===== src/rtl/prom_loader.sv =====
// Parses a length-prefixed UART byte stream into 16-bit little-endian words and writes them to PROM from address 0,
// holding the CPU in reset until a full frame is stored. Optional checksum byte: PROM_LOADER_CHECKSUM_EN.
module prom_loader #(
    parameter int ROM_WORDS      = 42,
    parameter int TIMEOUT_CYCLES = 25000,
    localparam int AW            = $clog2(ROM_WORDS)
) (
    input  logic          clk,
    input  logic          reset,
    input  logic [7:0]    rx_data_i,
    input  logic          rx_ready_i,
    output logic [AW-1:0] prom_addr_o,
    output logic [15:0]   prom_data_o,
    output logic          prom_we_o,
    output logic          cpu_reset_o,
    output logic          busy_o,
    output logic          done_o,
    output logic          error_o
);

    localparam int RW = $clog2(ROM_WORDS + 1);
    localparam int TW = $clog2(TIMEOUT_CYCLES);
    localparam logic [31:0] ROM_WORDS_U = ROM_WORDS;

    typedef enum logic [2:0] {
        WAIT_COUNT,
        RX_LOW,
        RX_HIGH,
        WRITE,
        RX_SUM,
        DONE,
        ERROR
    } state_t;

    state_t          state_q, state_d;
    logic [AW-1:0]   prom_addr_q;
    logic [15:0]     prom_data_q;
    logic            prom_we_q;
    logic            cpu_reset_q;
    logic            busy_q;
    logic            done_q;
    logic            error_q;
    logic [RW-1:0]   rem_q;
    logic [TW-1:0]   tmo_q;
    logic            tmo_expired;
    logic            waiting_byte;
    logic            count_bad;
`ifdef PROM_LOADER_CHECKSUM_EN
    logic [7:0]      sum_q;
`endif

    assign tmo_expired  = (tmo_q == TW'(TIMEOUT_CYCLES - 1));
    assign waiting_byte = (state_q == RX_LOW) || (state_q == RX_HIGH) || (state_q == RX_SUM);
    assign count_bad    = (rx_data_i == 8'h00) || ({24'b0, rx_data_i} > ROM_WORDS_U);

    always_comb begin
        state_d = state_q;
        case (state_q)
            WAIT_COUNT: if (rx_ready_i) state_d = count_bad ? ERROR : RX_LOW;
            RX_LOW: begin
                if (rx_ready_i)       state_d = RX_HIGH;
                else if (tmo_expired) state_d = ERROR;
            end
            RX_HIGH: begin
                if (rx_ready_i)       state_d = WRITE;
                else if (tmo_expired) state_d = ERROR;
            end
            WRITE: begin
                // A byte landing during the write cycle cannot be buffered: overrun.
                if (rx_ready_i)
                    state_d = ERROR;
                else if (rem_q == RW'(1))
`ifdef PROM_LOADER_CHECKSUM_EN
                    state_d = RX_SUM;
`else
                    state_d = DONE;
`endif
                else
                    state_d = RX_LOW;
            end
`ifdef PROM_LOADER_CHECKSUM_EN
            RX_SUM: begin
                if (rx_ready_i)       state_d = (8'(sum_q + rx_data_i) == 8'h00) ? DONE : ERROR;
                else if (tmo_expired) state_d = ERROR;
            end
`endif
            default: state_d = state_q;
        endcase
    end

    always_ff @(posedge clk) begin
        if (reset) begin
            state_q     <= WAIT_COUNT;
            prom_addr_q <= '0;
            prom_data_q <= '0;
            prom_we_q   <= 1'b0;
            cpu_reset_q <= 1'b1;
            busy_q      <= 1'b0;
            done_q      <= 1'b0;
            error_q     <= 1'b0;
            rem_q       <= '0;
            tmo_q       <= '0;
`ifdef PROM_LOADER_CHECKSUM_EN
            sum_q       <= '0;
`endif
        end else begin
            state_q     <= state_d;
            prom_we_q   <= (state_d == WRITE);
            busy_q      <= (state_d == RX_LOW) || (state_d == RX_HIGH) ||
                           (state_d == WRITE)  || (state_d == RX_SUM);
            done_q      <= (state_d == DONE);
            error_q     <= (state_d == ERROR);
            cpu_reset_q <= (state_d != DONE);

            if (waiting_byte && !rx_ready_i && !tmo_expired)
                tmo_q <= tmo_q + TW'(1);
            else
                tmo_q <= '0;

            case (state_q)
                WAIT_COUNT: if (rx_ready_i && !count_bad) begin
                    rem_q       <= RW'(rx_data_i);
                    prom_addr_q <= '0;
`ifdef PROM_LOADER_CHECKSUM_EN
                    sum_q       <= rx_data_i;
`endif
                end
                RX_LOW: if (rx_ready_i) begin
                    prom_data_q[7:0] <= rx_data_i;
`ifdef PROM_LOADER_CHECKSUM_EN
                    sum_q            <= sum_q + rx_data_i;
`endif
                end
                RX_HIGH: if (rx_ready_i) begin
                    prom_data_q[15:8] <= rx_data_i;
`ifdef PROM_LOADER_CHECKSUM_EN
                    sum_q             <= sum_q + rx_data_i;
`endif
                end
                WRITE: begin
                    rem_q <= rem_q - RW'(1);
                    if (state_d == RX_LOW) prom_addr_q <= prom_addr_q + AW'(1);
                end
                default: ;
            endcase
        end
    end

    assign prom_addr_o = prom_addr_q;
    assign prom_data_o = prom_data_q;
    assign prom_we_o   = prom_we_q;
    assign cpu_reset_o = cpu_reset_q;
    assign busy_o      = busy_q;
    assign done_o      = done_q;
    assign error_o     = error_q;

endmodule


===== config.mk =====
export PLATFORM = sky130hd
export DESIGN_NAME = prom_loader
export DESIGN_NICKNAME = d
export VERILOG_FILES = /design/src/rtl/prom_loader.sv
export SDC_FILE = /design/constraint.sdc
export NUM_CORES = 1
export LEC_CHECK = 0
export ABC_AREA = 1
export BUFFER_PORTS_ARGS = -buffer_cell sky130_fd_sc_hd__buf_2
export CORE_AREA = 8 8 80 82
export DETAILED_ROUTE_END_ITERATION = 7
export DIE_AREA = 0 0 88 90
export PLACE_DENSITY = 0.69
export SYNTH_ARGS = -nofsm -noshare
export SYNTH_HDL_FRONTEND = slang
export SYNTH_SLANG_ARGS = --single-unit

===== constraint.sdc =====
create_clock -name clk -period 1.7 [get_ports clk]
set_input_delay 0 -clock clk [delete_from_list [all_inputs] [get_ports clk]]
set_output_delay 0 -clock clk [all_outputs]
set_load 0.02 [all_outputs]

After elaboration in Yosys (flattened, before gate mapping)
Cells that the tools add are included.
- bits in writable memories: 0
- register bits: 51
- latch bits: 0
- bits in read-only memories: 0
- bits of input ports: 11
- memories kept: 0
- muxes and demuxes: 13
- reduce and logical (&&, ||, !) cells: 20
- equality and inequality tests: 15
- $lt $le $gt $ge: 1
- shift operators: 0
- multiply operators: 0
- div/mod/pow operators: 0
- bitwise operators: 1
- add/sub/neg operators: 3
- operators by type and width (cell ; count):
    $pmux W6 S2 ; 2
    $mux W3 ; 7
    $mux W6 ; 3
    $add A15 B1 Y15 const B ; 1
    $eq A15 B15 Y1 const B ; 1
    $eq A3 B2 Y1 const B ; 4
    $eq A3 B3 Y1 const B ; 4
    $pmux W3 S4 ; 1
    $gt A8 B6 Y1 const B ; 1
    $logic_not A8 Y1 ; 1
    $add A6 B1 Y6 const B ; 1
    $eq A3 B1 Y1 const B ; 2
    $eq A6 B1 Y1 const B ; 1
    $logic_or A1 B1 Y1 ; 6
    $reduce_and A2 Y1 ; 3
    $sub A6 B1 Y6 const B ; 1
    $ne A2 B2 Y1 const B ; 2
    $logic_and A1 B1 Y1 ; 3
    $logic_not A1 Y1 ; 3
    $logic_not A3 Y1 ; 1
    $ne A3 B3 Y1 const B ; 1
    $reduce_and A3 Y1 ; 1
    $reduce_bool A2 Y1 ; 1
    $reduce_or A2 Y1 ; 1
    $not A1 Y1 ; 1

Depth between registers and ports, before layout
- depth after elaboration: 9
- mapped depth: 13
- depth with buffers taken out: 13

Worst setup path before layout
OpenSTA, ideal clock, no wires.
- path type: reg-to-reg
- from: reg tmo_q[0]
- to: reg tmo_q[12]
- arrival time: 1.302 ns
- stages on the path, launching flop included: 11
- clock period less this slack: 1.432 ns
- path slack: 0.268 ns
- library setup time: 0.130 ns
- buffers on the path: 0
- required time: 1.570 ns
- cells stage by stage: dfxtp_1 -> ha_1 -> nand2_1 -> nor2_2 -> nand2_1 -> inv_2 -> nand3_2 -> nor3_2 -> nand2_1 -> nor2_1 -> nor3b_2
- cells in the longest elaborated chain, start to end: 5
- elaborated cells between the ends (all ways): 6
- ends and longest elaborated chain (item ; line ; source):
    from (decl) ; 44 ; logic [TW-1:0] tmo_q;
    from (signal assigned) ; 116 ; tmo_q <= tmo_q + TW'(1);
    branches (longest 5 deep; another with $add A15 B1 Y15) ; -- ;
Several ways; the timed one is not identified.
A chain may end at the register's enable or synchronous reset.

Worst setup path in the final report
Ends and elaborated chain as after synthesis.

==> results.toml <==
[sta]
finClkSkew_ns = 0.0109
rsz0062_at_grt = "true"
final.setup.worst_slack_ns = 0.139
fmax_mhz = 641
fin_crit_ns = 1.56
slew_violations = 0
setup_tns_ns = 0
relSlewSlack = 0.763
setup_violations = 0
finalHoldViolCount = 0
finalCritPeriodShare = 0.918
tightest_slew_ns = 0.352

[yosys]
ys_ff_latch = 51
netlist_instances = 336
yosys-top-cells-count = "nand2_1 (59), nor2_1 (53), dfxtp_1 (51), inv_1 (31), a21oi_1 (27)"
async_flop_share = 0
synthFlopType = "dfxtp_1"
synth.distinct_cells = 39
synth_edf_count = 0
yosysTopAreaCellShare = 0.416
synth_area_um2 = 2450
ys_warn_count = 0
synthMostInstantiatedCell = "nand2_1"
synth-seq-area-share = 0.416
synthesis.nets = 351
yosys.area.top_type = "dfxtp_1"
syn_area_per_cell_um2 = 7.31
ys_top_cells_by_area = "dfxtp_1 (42%), nand2_1 (9.0%), nor2_1 (8.1%), a21oi_1 (5.5%), nand3_1 (5.1%)"

[clock_network]
h-tree-depth = 2
clk_pin_slew_worst_paths_ns = 0.11
cts_tree = "done"
root_buffer = "clkbuf_8"
cts_num_sinks = 51
cts_buffer_depth = 2
clkLatencyLatePin_ns = 0.32
cts_buffers = 5

[critical_path]
critPathCaptureType = "flop"
crit_chain = "ha_4, inv_1, nor2_1, nand2_1, nor2_2, nand2_2, buf_4, o2111ai_2, buf_4, nor3b_2"
reg2reg_to = "tmo_q[12]"
cpMaxStageDelayCell = "dfxtp_4"
crit_type = "reg -> reg"
critical-path-top-delay-family = "buffers and inverters"
startpoint_type = "flop"
path_buf_inv = 3
reg2reg_slack_ns = 0.14
r2r-start = "tmo_q[0]"
crit_top_cell = "buf_4"
cp_num_cells = 10
crit_arrival_ns = 1.81
cp.required_ns = 1.95
rr_worst_depth = 10
crit_fanout = 7
cp_slowest_stage_delay_ns = 0.37

[placement]
dpl_cell_area_um2 = 2720
dp.cells = 442
dp_hpwl_um = 4010
io_buffers = 37
gp_congestion = 0.864
post-place-ws_ns = 0.118

[route]
detail-route-antenna-nets = 0
dr_total_vias = 2275
routed_wirelength_um = 5650
drc_errors = 0
avgViaCountPerCell = 4.95
avgRoutedWirePerCell_um = 12.3
first_iter_violations = 135
firstDrtPassIters = 4

[floorplan]
core_um2 = 5240
fp.dieH_um = 90
initial_utilization = 0.469
dieWidth_um = 88
fp-row-count = 27
pin_count = 38
dieArea_um2 = 7920

[global_routing]
grt_max_degree = 19
grt_first_pass_wirelength_um = 9530
grt_pass1_vias = 2125
antenna_found_initial = 0
grt_util_all_layers = 0.147
grt.overflow.total = 0

[finish]
fin_cells = 460
antenna_cells = 0
final_cell_area_um2 = 2950
area_growth_pct = 20.3
fillers = 489
nets = 402
drive_gt1_frac = 0.232

[worst_hold_path]
whs_path_depth = 3
worstHoldPathType = "in -> reg"
hold_path_startpoint = "rx_data_i[0]"
whs_endpoint = "prom_data_o[0]"

[power_and_ir_drop]
max-vdd-ir-drop_v = 0.000421
pwr_density_cell_nw_per_um2 = 895
leakage_nw = 1.24

[run]
drv_cap = 0

[outcome]
status = "finished clean"
-- area by class of cell --
class	instances	area, um^2	area share
multi-input cells	238	1270	0.432
flip-flops and latches	51	1030	0.348
repair buffers	52	315	0.107
clock buffers	5	68.8	0.0233
inverters	39	149	0.0504
clock inverters	3	26.3	0.00890
well taps	72	90.1	0.0305
-- what timing repair did --
action	4_1_cts	5_1_grt
endpoints found under the hold margin	12	0
setup buffers	0	3
resized for setup	0	12
hold buffers	7	0
setup endpoints to repair	0	7
-- worst reg2reg max path: stages (launching register included) --
cell and delay, ns:
dfxtp_4 0.37, ha_4 0.16, inv_1 0.05, nor2_1 0.03
nand2_1 0.06, nor2_2 0.04, nand2_2 0.08, buf_4 0.11
o2111ai_2 0.19, buf_4 0.24, nor3b_2 0.16
-- report_power, final --
group	internal, mW	switching, mW
Clock	0.307	0.455
Combinational	0.203	0.350
Sequential	1.27	0.0562
-- placed cells by master (no fill, tap or decap), types with 5 or more instances in the layout --
| cell type | n |
|---|---|
| dfxtp_1 | 47 |
| nor2_1 | 52 |
| nand2_1 | 58 |
| inv_2 | 7 |
| inv_1 | 31 |
| clkbuf_8 | 5 |
| a21oi_1 | 27 |
| buf_4 | 8 |
| buf_2 | 37 |
| nand3_1 | 25 |
| o21ai_0 | 17 |
| nand4_1 | 5 |
| nor3_1 | 5 |
| dlygate4sd3_1 | 7 |
-- kinds of logic (layout without fill, tap and decap cells) --
group / Yosys count / after routing / synth area share
adder cells (fa/ha/maj): 4 / 4 / 0.0204
flip-flops: 51 / 51 / 0.416
AO/OA/AOI/OAI: 59 / 59 / 0.135
buffers and inverters: 47 / 99 / 0.0795
XOR/XNOR: 5 / 5 / 0.0178
AND/OR/NAND/NOR: 170 / 170 / 0.332
-- worst max path at each step --
stage,slack (ns),to,from
global placement,0.20,prom_addr_o[5],state_q[2]
detailed placement,0.12,busy_o,tmo_q[0]
finish,0.14,tmo_q[12],tmo_q[0]
floorplan,0.27,tmo_q[12],tmo_q[0]
global route,-0.11,busy_o,tmo_q[0]
CTS,0.07,busy_o,tmo_q[0]
-- flip-flops by register name (all words and copies together) (netlist names) --
register     flops
prom_data_o     16
tmo_q           15
prom_addr_o      6
rem_q            6
state_q          3
busy_o           1
cpu_reset_o      1
done_o           1
error_o          1
prom_we_o        1
-- per-layer routing --
layer  wire [um]  track usage
met5           0            0
met4         111       0.0531
met3         250       0.0428
met2        2650        0.234
met1        2640        0.180
-- metrics by stage --
stage,total power [mW],hold WS [ns],util
finish,2.64,0.00371,0.564
global route,2.79,0.0132,0.564
CTS,2.62,0.00148,0.551
detailed placement,1.85,0.285,0.520
global placement,1.85,0.270,0.520
floorplan,1.71,0.135,-
Power figures use the tool's default switching activity.
